$ cat src/rtl/fifo_param.sv
// fifo_param: parametrised valid/ready FIFO with occupancy flags, flush and optional fall-through.
module fifo_param #(
  parameter int WIDTH       = 16,
  parameter int DEPTH       = 4,
  parameter int AF_LEVEL    = DEPTH - 1,
  parameter int AE_LEVEL    = 1,
  parameter bit FALLTHROUGH = 1'b0,
  localparam int CW         = $clog2(DEPTH + 1)
) (
  input  logic             clk_i,
  input  logic             rst_ni,
  input  logic             flush_i,
  input  logic             in_val_i,
  output logic             in_rdy_o,
  input  logic [WIDTH-1:0] in_data_i,
  output logic             out_val_o,
  input  logic             out_rdy_i,
  output logic [WIDTH-1:0] out_data_o,
  output logic [CW-1:0]    count_o,
  output logic             full_o,
  output logic             empty_o,
  output logic             almost_full_o,
  output logic             almost_empty_o
);
  localparam int PW = $clog2(DEPTH);

  if (WIDTH < 1) begin : g_bad_width
    $error("fifo_param: WIDTH must be >= 1");
  end
  if (DEPTH < 2) begin : g_bad_depth
    $error("fifo_param: DEPTH must be >= 2");
  end
  if (AF_LEVEL < 1 || AF_LEVEL > DEPTH) begin : g_bad_af
    $error("fifo_param: AF_LEVEL must be in 1..DEPTH");
  end
  if (AE_LEVEL < 0 || AE_LEVEL > DEPTH - 1) begin : g_bad_ae
    $error("fifo_param: AE_LEVEL must be in 0..DEPTH-1");
  end

  logic [WIDTH-1:0] r_mem [DEPTH];
  logic [PW-1:0]    r_rptr, r_wptr;
  logic [CW-1:0]    r_count;
  logic             w_ft, w_push, w_pop, w_bypass, w_wr, w_rd;

  // Fall-through only applies to an empty, non-flushing FIFO.
  assign w_ft       = FALLTHROUGH && (r_count == '0) && !flush_i;
  assign in_rdy_o   = !flush_i && (r_count != CW'(DEPTH));
  assign out_val_o  = w_ft ? in_val_i : (!flush_i && (r_count != '0));
  assign out_data_o = w_ft ? in_data_i : r_mem[r_rptr];
  assign w_push     = in_val_i && in_rdy_o;
  assign w_pop      = out_val_o && out_rdy_i;
  assign w_bypass   = w_ft && w_push && w_pop;
  assign w_wr       = w_push && !w_bypass;
  assign w_rd       = w_pop && !w_bypass;

  assign count_o        = r_count;
  assign full_o         = r_count == CW'(DEPTH);
  assign empty_o        = r_count == '0;
  assign almost_full_o  = r_count >= CW'(AF_LEVEL);
  assign almost_empty_o = r_count <= CW'(AE_LEVEL);

  always_ff @(posedge clk_i) begin
    if (w_wr) r_mem[r_wptr] <= in_data_i;
  end

  always_ff @(posedge clk_i or negedge rst_ni) begin
    if (!rst_ni) begin
      r_rptr  <= '0;
      r_wptr  <= '0;
      r_count <= '0;
    end else if (flush_i) begin
      r_rptr  <= '0;
      r_wptr  <= '0;
      r_count <= '0;
    end else begin
      if (w_wr) r_wptr <= (r_wptr == PW'(DEPTH - 1)) ? '0 : r_wptr + 1'b1;
      if (w_rd) r_rptr <= (r_rptr == PW'(DEPTH - 1)) ? '0 : r_rptr + 1'b1;
      r_count <= (w_wr && !w_rd) ? r_count + 1'b1 :
                 (w_rd && !w_wr) ? r_count - 1'b1 : r_count;
    end
  end
endmodule

$ cat config.mk
export PLATFORM = sky130hd
export DESIGN_NAME = fifo_param
export DESIGN_NICKNAME = d
export VERILOG_FILES = /design/src/rtl/fifo_param.sv
export SDC_FILE = /design/constraint.sdc
export NUM_CORES = 1
export LEC_CHECK = 0
export ABC_AREA = 1
export BUFFER_PORTS_ARGS = -buffer_cell sky130_fd_sc_hd__buf_2
export CAP_MARGIN = 20
export CORE_ASPECT_RATIO = 0.8
export CORE_MARGIN = 1
export CORE_UTILIZATION = 50
export CTS_CLUSTER_SIZE = 28
export DETAILED_ROUTE_END_ITERATION = 7
export GPL_TIMING_DRIVEN = 0
export PLACE_DENSITY = 0.82
export SLEW_MARGIN = 0
export SYNTH_ARGS = -nofsm -noshare
export SYNTH_HDL_FRONTEND = slang
export SYNTH_SLANG_ARGS = --single-unit
export TNS_END_PERCENT = 30
$ cat constraint.sdc
create_clock -name clk_i -period 2.2 [get_ports clk_i]
set_clock_uncertainty 0.1 [all_clocks]
set_input_delay 0.33 -clock clk_i [delete_from_list [all_inputs] [get_ports clk_i]]
set_output_delay 0.33 -clock clk_i [all_outputs]
set_load 0.1 [all_outputs]
==> flow_summary.yaml, run 1 <==
floorplan:
  fp.dieH_um: 70.7
  die_w_um: 87.9
  io_pins: 46
  rows: 24
  core_area_um2: 5560
  start_util_pct: 53.1
  die_area_um2: 6210
timing:
  final_max_slew_viol_count: 0
  clock.fmax_mhz: 468
  period_minus_slack_ns: 2.13
  hold_viol: 0
  rsz0062_at_grt: "yes"
  timing.final.crit_share_pct: 97.0
  finalSetupViolations: 0
  maxSlewHeadroom_pct: 63.0
  tightest_slew_ns: 0.554
  finalSetupTns_ns: 0
logic_synthesis:
  syn_inst: 230
  yosysTopAreaCellShare_pct: 65.1
  synth_area_leaders: "edfxtp_1 (65%), dfrtp_1 (5.9%), o21ai_0 (5.8%), nor2_1 (5.3%), ha_1 (4.2%)"
  syn_area_um2: 2950
  synth-edff-count: 64
  synthTopCellsByCount: "edfxtp_1 (64), nor2_1 (42), o21ai_0 (34)"
  yosysTopAreaCell: "edfxtp_1"
  yosysUniqueCellTypes: 25
  ys_ff_latch: 71
  synth_ff_type: "edfxtp_1"
  yosysWarnings: 0
  syn-num-nets: 261
  syn_area_per_cell_um2: 12.8
  async_reset_ff_share_pct: 9.86
  yosysSeqAreaShare_pct: 71.1
  yosysMostFrequentCell: "edfxtp_1"
setup_path:
  cp.arrival_ns: 1.70
  worst_setup_path_end_kind: "primary output"
  startpoint_type: "register"
  critPathKind: "reg -> out"
  worstPathMaxFanout: 10
  cp_data_required_time_ns: 1.77
drt:
  via_per_inst: 5.32
  dr_total_vias: 1986
  dr.pass1.iters: 5
  postRouteAntennaNets: 0
  wirelength_um: 5970
  drt_iter0_drc: 121
  wl_per_cell_um: 16.0
  drc: 0
finish:
  fin_nets: 321
  antenna_cells: 0
  postLayoutCellArea_um2: 3680
  fillers: 415
  fin_cells: 373
  area_delta_synth_final_pct: 24.7
  drive_gt1_share_pct: 33.2
global_routing:
  met2_usage_pct: 33.6
  track_usage_pct: 21.1
  grt_start_max_net_pins: 17
  grt_pass1_wl_um: 9380
  grt_overflow_total: 0
  met3_usage_pct: 8.05
  antenna_found_initial: 0
  grt_pass1_vias: 1880
  grtUsageMet1_pct: 27.2
  grt-busiest-layer: "met2"
placed_design:
  gp_congestion: 0.719
  dpl_cell_area_um2: 3350
  dpl.cell_count: 353
  portBuffers: 45
  dp_hpwl_um: 3760
clock_network:
  cts_buffer_depth: 2
  cts_buffers: 9
  clock_latency_ns: 0.34
  cts_tree: "done"
  ctsRootBufferMaster: "clkbuf_8"
  path_clk_slew_ns: 0.07
  cts_max_level: 3
  cts.sink_count: 71
job:
  cap_violations: 0
status:
  status: "finished, final reports clean"
hold_path:
  hold_path_class: "in -> reg"
==> kinds of logic after synthesis <==
family                     after synthesis  synth area share (%)
DFF                                     71                  71.1
adders and majority gates               10                  4.24
xor gates and xnor gates                 1                 0.297
buffers and inverters                   27                  3.65
AOI/OAI and AO/OA                       56                  10.3
and+or+nand+nor                         65                  10.5
==> cell type report <==
type | instances | area (µm²) | share of cell area [%]
Clock inverter | 7 | 30.0 | 0.816
Inverter | 19 | 90.1 | 2.45
Multi-Input combinational cell | 132 | 817 | 22.2
Tap cell | 78 | 97.6 | 2.65
Sequential cell | 71 | 2110 | 57.3
Clock buffer | 9 | 124 | 3.37
Buffer | 8 | 65.1 | 1.77
Timing Repair Buffer | 49 | 347 | 9.42
==> cells in the final DEF (no fill, tap or decap), drive strengths merged, types with 4 or more instances in the layout <==
cell,n
nand3,4
o21ai,37
nand2,15
buf,49
ha,10
edfxtp,64
dfrtp,7
clkinv,6
clkbuf,16
o22ai,16
nor2,43
inv,18
==> timing repair <==
action / in CTS / in global routing
pin swaps: 0 / 3
buffers inserted: 0 / 3
hold buffers: 1 / 0
endpoints found under the hold margin: 7 / 0
setup endpoints to repair: 48 / 19
resized for setup: 42 / 17
==> routing by layer <==
layer / vias up / wire, µm
met5: - / 0
met4: 0 / 48
met3: 8 / 409
met2: 73 / 3000
met1: 957 / 2520
li1: 948 / -
==> registers in the layout (all words and copies together) (netlist names) <==
| register | flops |
|---|---|
| count_o | 3 |
| r_mem | 64 |
| r_rptr | 2 |
| r_wptr | 2 |
==> stage by stage <==
stage	util, %	hold slack, ns	setup WS (ns)
after CTS	65.1	0.0918	-0.00656
after global routing	66.2	0.0836	-0.0238
after floorplan	-	-0.0656	-0.597
final	66.2	0.106	0.0653
after global placement	60.2	0.0760	-0.119
after detailed placement	60.2	0.0814	-0.169
==> worst max-delay path: stages (launching register included) <==
cell      delay [ns]
dfrtp_2         0.48
clkbuf_2        0.32
nor2_1          0.09
o22ai_1         0.21
buf_6           0.27
==> worst paths after layout <==
check	startpoint	endpoint	slack [ns]	cells past startpoint
worst max-delay path	r_rptr[0]	out_data_o[2]	0.07	4
worst min-delay path	in_data_i[6]	r_mem[1][6]	0.11	1
worst max register to register	count_o[0]	r_mem[3][11]	0.15	7
worst min register to register	count_o[2]	count_o[2]	0.49	2
max in group asynchronous	rst_ni	count_o[0]	1.55	2
min in group asynchronous	rst_ni	r_wptr[1]	0.26	2
Power of run 1 is left out: the tool's default activity adds up to more than one toggle a clock period on the data nets, which glitch-free logic cannot reach.
==> inputs of run 2 (changes only) <==
--- a/config.mk
+++ b/config.mk
@@ -10,11 +10,12 @@
 export CAP_MARGIN = 20
 export CORE_ASPECT_RATIO = 0.8
 export CORE_MARGIN = 1
-export CORE_UTILIZATION = 50
+export CORE_UTILIZATION = 60
 export CTS_CLUSTER_SIZE = 28
 export DETAILED_ROUTE_END_ITERATION = 7
 export GPL_TIMING_DRIVEN = 0
-export PLACE_DENSITY = 0.82
+export PLACE_DENSITY = 0.92
+export SKIP_LAST_GASP = 1
 export SLEW_MARGIN = 0
 export SYNTH_ARGS = -nofsm -noshare
 export SYNTH_HDL_FRONTEND = slang
==> constraint.sdc (replaced) <==
create_clock -name clk_i -period 2.7 [get_ports clk_i]
set_clock_uncertainty 0.1 [all_clocks]
set_input_delay 0.405 -clock clk_i [delete_from_list [all_inputs] [get_ports clk_i]]
set_output_delay 0.405 -clock clk_i [all_outputs]
set_load 0.1 [all_outputs]
==> run 2 against run 1 <==
Via count up 3.1%; highest routed layer unchanged; flip-flop and latch count is the same; first-iteration DRC count increased by 94%.
==> flow_summary.yaml, run 2 (synthesis results as in run 1) <==
setup_path:
  path_delay_family: "buffers and inverters"
  cp_data_required_time_ns: 2.19
  critPathKind: "reg -> out"
  path_buf_inv: 2
  critPathSlowestCell: "dfrtp_1"
  path_depth: 4
  crit_chain: "clkbuf_1, o21ai_0, o22ai_1, buf_2"
  startpoint_type: "register"
  worst_setup_path_end_kind: "primary output"
  rrSetupSlack_ns: 0.27
  r2r_cells: 7
  cp.arrival_ns: 2.10
  worstPathMaxFanout: 10
  crit_path_max_incr_delay_ns: 0.50
timing:
  timing.final.crit_share_pct: 96.6
  clock.fmax_mhz: 383
  maxSlewHeadroom_pct: 35.0
  hold_viol: 0
  tightest_slew_ns: 0.974
  setup_slack_ns: 0.0909
  period_minus_slack_ns: 2.61
  finalSetupViolations: 0
  hold_slack_ns: 0.167
  rsz0062_at_grt: "yes"
  final_max_slew_viol_count: 0
finish:
  top_register: "r_mem"
  fin_nets: 319
  drive_gt1_share_pct: 28.7
  layout_common_cells: "edfxtp_1 (64), nor2_1 (38), buf_2 (38), o21ai_0 (33), o22ai_1 (16)"
  layout_commonest_cell: "edfxtp_1"
  postLayoutCellArea_um2: 3490
  antenna_cells: 0
  final_core_util_pct: 75.0
  area_delta_synth_final_pct: 18.3
  largest_register_ff_count: 64
floorplan:
  rows: 22
  die_w_um: 80.4
  start_util_pct: 63.4
  io_pins: 46
  core_area_um2: 4650
  die_area_um2: 5200
  fp.dieH_um: 64.7
global_routing:
  grt_pass1_vias: 1992
  grt-busiest-layer: "met2"
  grt_start_max_net_pins: 17
  antenna_found_initial: 0
  grt_overflow_total: 0
  met2_usage_pct: 44.1
  grt_pass1_wl_um: 9730
  track_usage_pct: 27.4
  met3_usage_pct: 6.34
  grtUsageMet1_pct: 33.7
drt:
  dr.pass1.iters: 6
  dr_total_vias: 2047
  wl_per_cell_um: 17.8
  via_per_inst: 5.80
  postRouteAntennaNets: 0
  drc: 0
  drt_iter0_drc: 235
  wirelength_um: 6280
placed_design:
  portBuffers: 45
  gp_congestion: 0.843
  dpl_cell_area_um2: 3280
  pre_cts_slack_ns: 0.327
  dp_hpwl_um: 3840
clock_network:
  path_clk_slew_ns: 0.08
  ctsRootBufferMaster: "clkbuf_8"
  cts_buffer_depth: 2
  cts_tree: "done"
  cts_setup_buffers: 0
  cts.sink_count: 71
  cts_max_level: 3
  clock_latency_ns: 0.35
  cts_buffers: 9
hold_path:
  hold_path_class: "in -> reg"
  min_path_cells: 1
status:
  status: "finished, final reports clean"
job:
  cap_violations: 0
-- run 2: cell count changes in the layout (fill, tap and decap cells not counted), moves of 3 or more --
| cell | change |
|---|---|
| inv_4 | -4 |
| dfrtp_1 | +3 |
| clkbuf_1 | +5 |
| inv_6 | +3 |
| inv_1 | +5 |
| buf_2 | +12 |
| nor2_4 | -4 |
| nor2_2 | +3 |
| buf_6 | -12 |
| clkinv_1 | -6 |
| buf_4 | -8 |
-- run 2: through the flow --
| step | cells | TNS, ns |
|---|---|---|
| 5_1_grt | 353 | -0.0196 |
| 6_report | 353 | 0 |
| 3_3_place_gp | 335 | -1.19 |
| 2_1_floorplan | 230 | -3.46 |
| 4_1_cts | 353 | -0.0512 |
| 3_5_place_dp | 336 | 0 |
-- run 2: worst paths after layout --
path / start / end
setup reg to reg: count_o[0] / r_mem[3][0]
hold reg to reg: count_o[0] / count_o[0]
min in group asynchronous: rst_ni / r_wptr[1]
hold / removal: in_data_i[7] / r_mem[0][7]
setup / recovery: r_rptr[1] / out_data_o[15]
max in group asynchronous: rst_ni / count_o[0]
-- run 2: final cells by class --
cell class,count,area (µm²)
flip-flops and latches,71,2100
fillers,270,1160
multi-input cells,132,761
repair buffers,47,267
clock buffers,9,124
inverters,19,76.3
well taps,60,75.1
clock inverters,7,53.8
plain buffers,8,33.8
-- run 2: per-layer routing --
metal	wire length, µm	up-vias	part of all wire, %
li1	-	945	-
met1	2460	962	39
met3	477	22	7.6
met4	177	0	2.8
met5	0	-	0
met2	3160	118	50
-- run 2: timing repair --
action                                  4_1_cts  5_1_grt
resized for setup                             2        9
hold endpoints to repair                      7        0
endpoints found under the setup margin        7       11
hold buffers                                  1        0
gates cloned                                  0        0
Power of run 2 is left out for the same reason.
==> inputs of run 3 (changes only) <==
==> constraint.sdc (replaced) <==
create_clock -name clk_i -period 2.7 [get_ports clk_i]
set_clock_uncertainty 0.1 [all_clocks]
set_input_delay 0.54 -clock clk_i [delete_from_list [all_inputs] [get_ports clk_i]]
set_output_delay 0.54 -clock clk_i [all_outputs]
set_load 0.1 [all_outputs]
==> run 3 against run 2 <==
Count of clock-buffer cells in the layout rose by 3; final cell count did not move; register-to-register slack got worse by 0.10 ns; non-clock buffer count unchanged; hold slack better by 0.15 ns; utilization rose by 0.43 points; global-route usage is 1.0 points lower; critical path depth stayed put; wire length is 0.16% lower; first-iteration DRC count shrank 12%; setup slack got worse by 0.050 ns; critical endpoint is now out_data_o[11]; largest cell class unchanged; highest routed layer unchanged.
==> flow_summary.yaml, run 3 (synthesis results as in run 1) <==
status:
  status: "finished, final reports clean"
hold_path:
  worstHoldEndpoint: "r_mem[0][3]"
  hold_path_class: "in -> reg"
  min_path_cells: 1
  holdCritStartpoint: "in_data_i[3]"
finish:
  multi_input_area_um2: 773
  drive_gt1_share_pct: 29.7
  layout_commonest_cell: "edfxtp_1"
  register_area_um2: 2100
  largest_register_ff_count: 64
  top_register: "r_mem"
  fin_cells: 353
  fillers: 268
  layout_common_cells: "edfxtp_1 (64), nor2_1 (37), buf_2 (33), o21ai_0 (33)"
  antenna_cells: 0
  fin_nets: 319
  area_delta_synth_final_pct: 19.0
setup_path:
  crit_path_max_incr_delay_ns: 0.46
  rrSetupSlack_ns: 0.17
  r2r_start: "count_o[0]"
  cp_data_required_time_ns: 2.06
  cp.arrival_ns: 2.02
  worst_setup_path_end_kind: "primary output"
  startpoint_type: "register"
  r2r_cells: 8
  path_buf_inv: 2
  timing.rr.end: "r_mem[2][12]"
  worstPathMaxFanout: 10
  critPathKind: "reg -> out"
  critPathSlowestCell: "dfrtp_1"
  path_delay_family: "buffers and inverters"
  crit_chain: "buf_1, o21ai_0, o22ai_1, clkbuf_4"
drt:
  drt_iter0_drc: 206
  drc: 0
  dr.pass1.iters: 5
  via_per_inst: 5.82
  postRouteAntennaNets: 0
  dr_total_vias: 2054
  wirelength_um: 6270
  wl_per_cell_um: 17.7
timing:
  final_max_slew_viol_count: 0
  timing.final.crit_share_pct: 98.5
  hold_viol: 0
  finalSetupTns_ns: 0
  maxSlewHeadroom_pct: 36.9
  rsz0062_at_grt: "yes"
  clock.fmax_mhz: 376
  finalSetupViolations: 0
  tightest_slew_ns: 0.946
  setup_slack_ns: 0.0405
  period_minus_slack_ns: 2.66
clock_network:
  cts_max_level: 3
  path_clk_slew_ns: 0.07
  cts_buffers: 9
  cts.sink_count: 71
  cts_buffer_depth: 2
  ctsRootBufferMaster: "clkbuf_8"
  clock_latency_ns: 0.34
  cts_setup_buffers: 0
  cts_tree: "done"
job:
  cap_violations: 0
floorplan:
  io_pins: 46
  start_util_pct: 63.4
  core_area_um2: 4650
  die_w_um: 80.4
  rows: 22
  fp.dieH_um: 64.7
  die_area_um2: 5200
placed_design:
  dp_hpwl_um: 4040
  pre_cts_slack_ns: 0.148
  portBuffers: 45
  dpl.cell_count: 336
  gp_congestion: 0.871
global_routing:
  antenna_found_initial: 0
  grt_start_max_net_pins: 17
  track_usage_pct: 26.4
  grt_overflow_total: 0
  grt_pass1_wl_um: 9500
  grt_pass1_vias: 1977
==> run 3: timing repair <==
action,in CTS,in global routing
hold buffers,1,0
gates resized for setup,8,15
cloned,0,0
endpoints found under the setup margin,11,14
endpoints found under the hold margin,7,0
==> run 3: worst max-delay path by stage <==
stage,to,cells after the start,slack (ns),startpoint
global route,out_data_o[7],4,-0.06,r_rptr[0]
CTS,out_data_o[11],5,-0.01,r_rptr[0]
global placement,r_mem[3][0],7,-0.10,count_o[0]
floorplan,out_data_o[13],4,-0.31,r_rptr[1]
detailed placement,r_mem[2][0],8,0.15,count_o[0]
finish,out_data_o[11],4,0.04,r_rptr[0]
==> run 3: cell type report <==
cell class	instances	area share, %
buffer	8	1.03
clock buffer	12	4.14
clock inverter	4	0.642
inverter	19	2.17
multi-input combinational	132	22.0
sequential	71	59.8
tap	60	2.14
timing repair buffer	47	8.02
==> run 3: metal layers <==
layer / track usage, % / wire length (µm) / up-vias
li1: - / - / 937
met1: 33.3 / 2460 / 993
met2: 42.9 / 3170 / 115
met3: 8.73 / 566 / 9
met4: 8.93 / 74 / 0
met5: 0 / 0 / -
==> run 3: worst register-to-register path: stages, from the launching register on <==
cell	delay, ns
dfrtp_2	0.41
inv_1	0.13
ha_1	0.25
nand2_1	0.10
nand2_2	0.10
nor2_8	0.17
inv_6	0.07
nor2_1	0.66
buf_6	0.25
==> run 3: per-stage QoR <==
stage               cell area (µm²)  hold WS [ns]  utilization, %
floorplan                      2980         0.144               -
global placement               3280         0.287            70.5
detailed placement             3290         0.286            70.8
CTS                            3490         0.300            75.0
global route                   3510         0.303            75.4
finish                         3510         0.314            75.4
Power of run 3 is left out for the same reason.
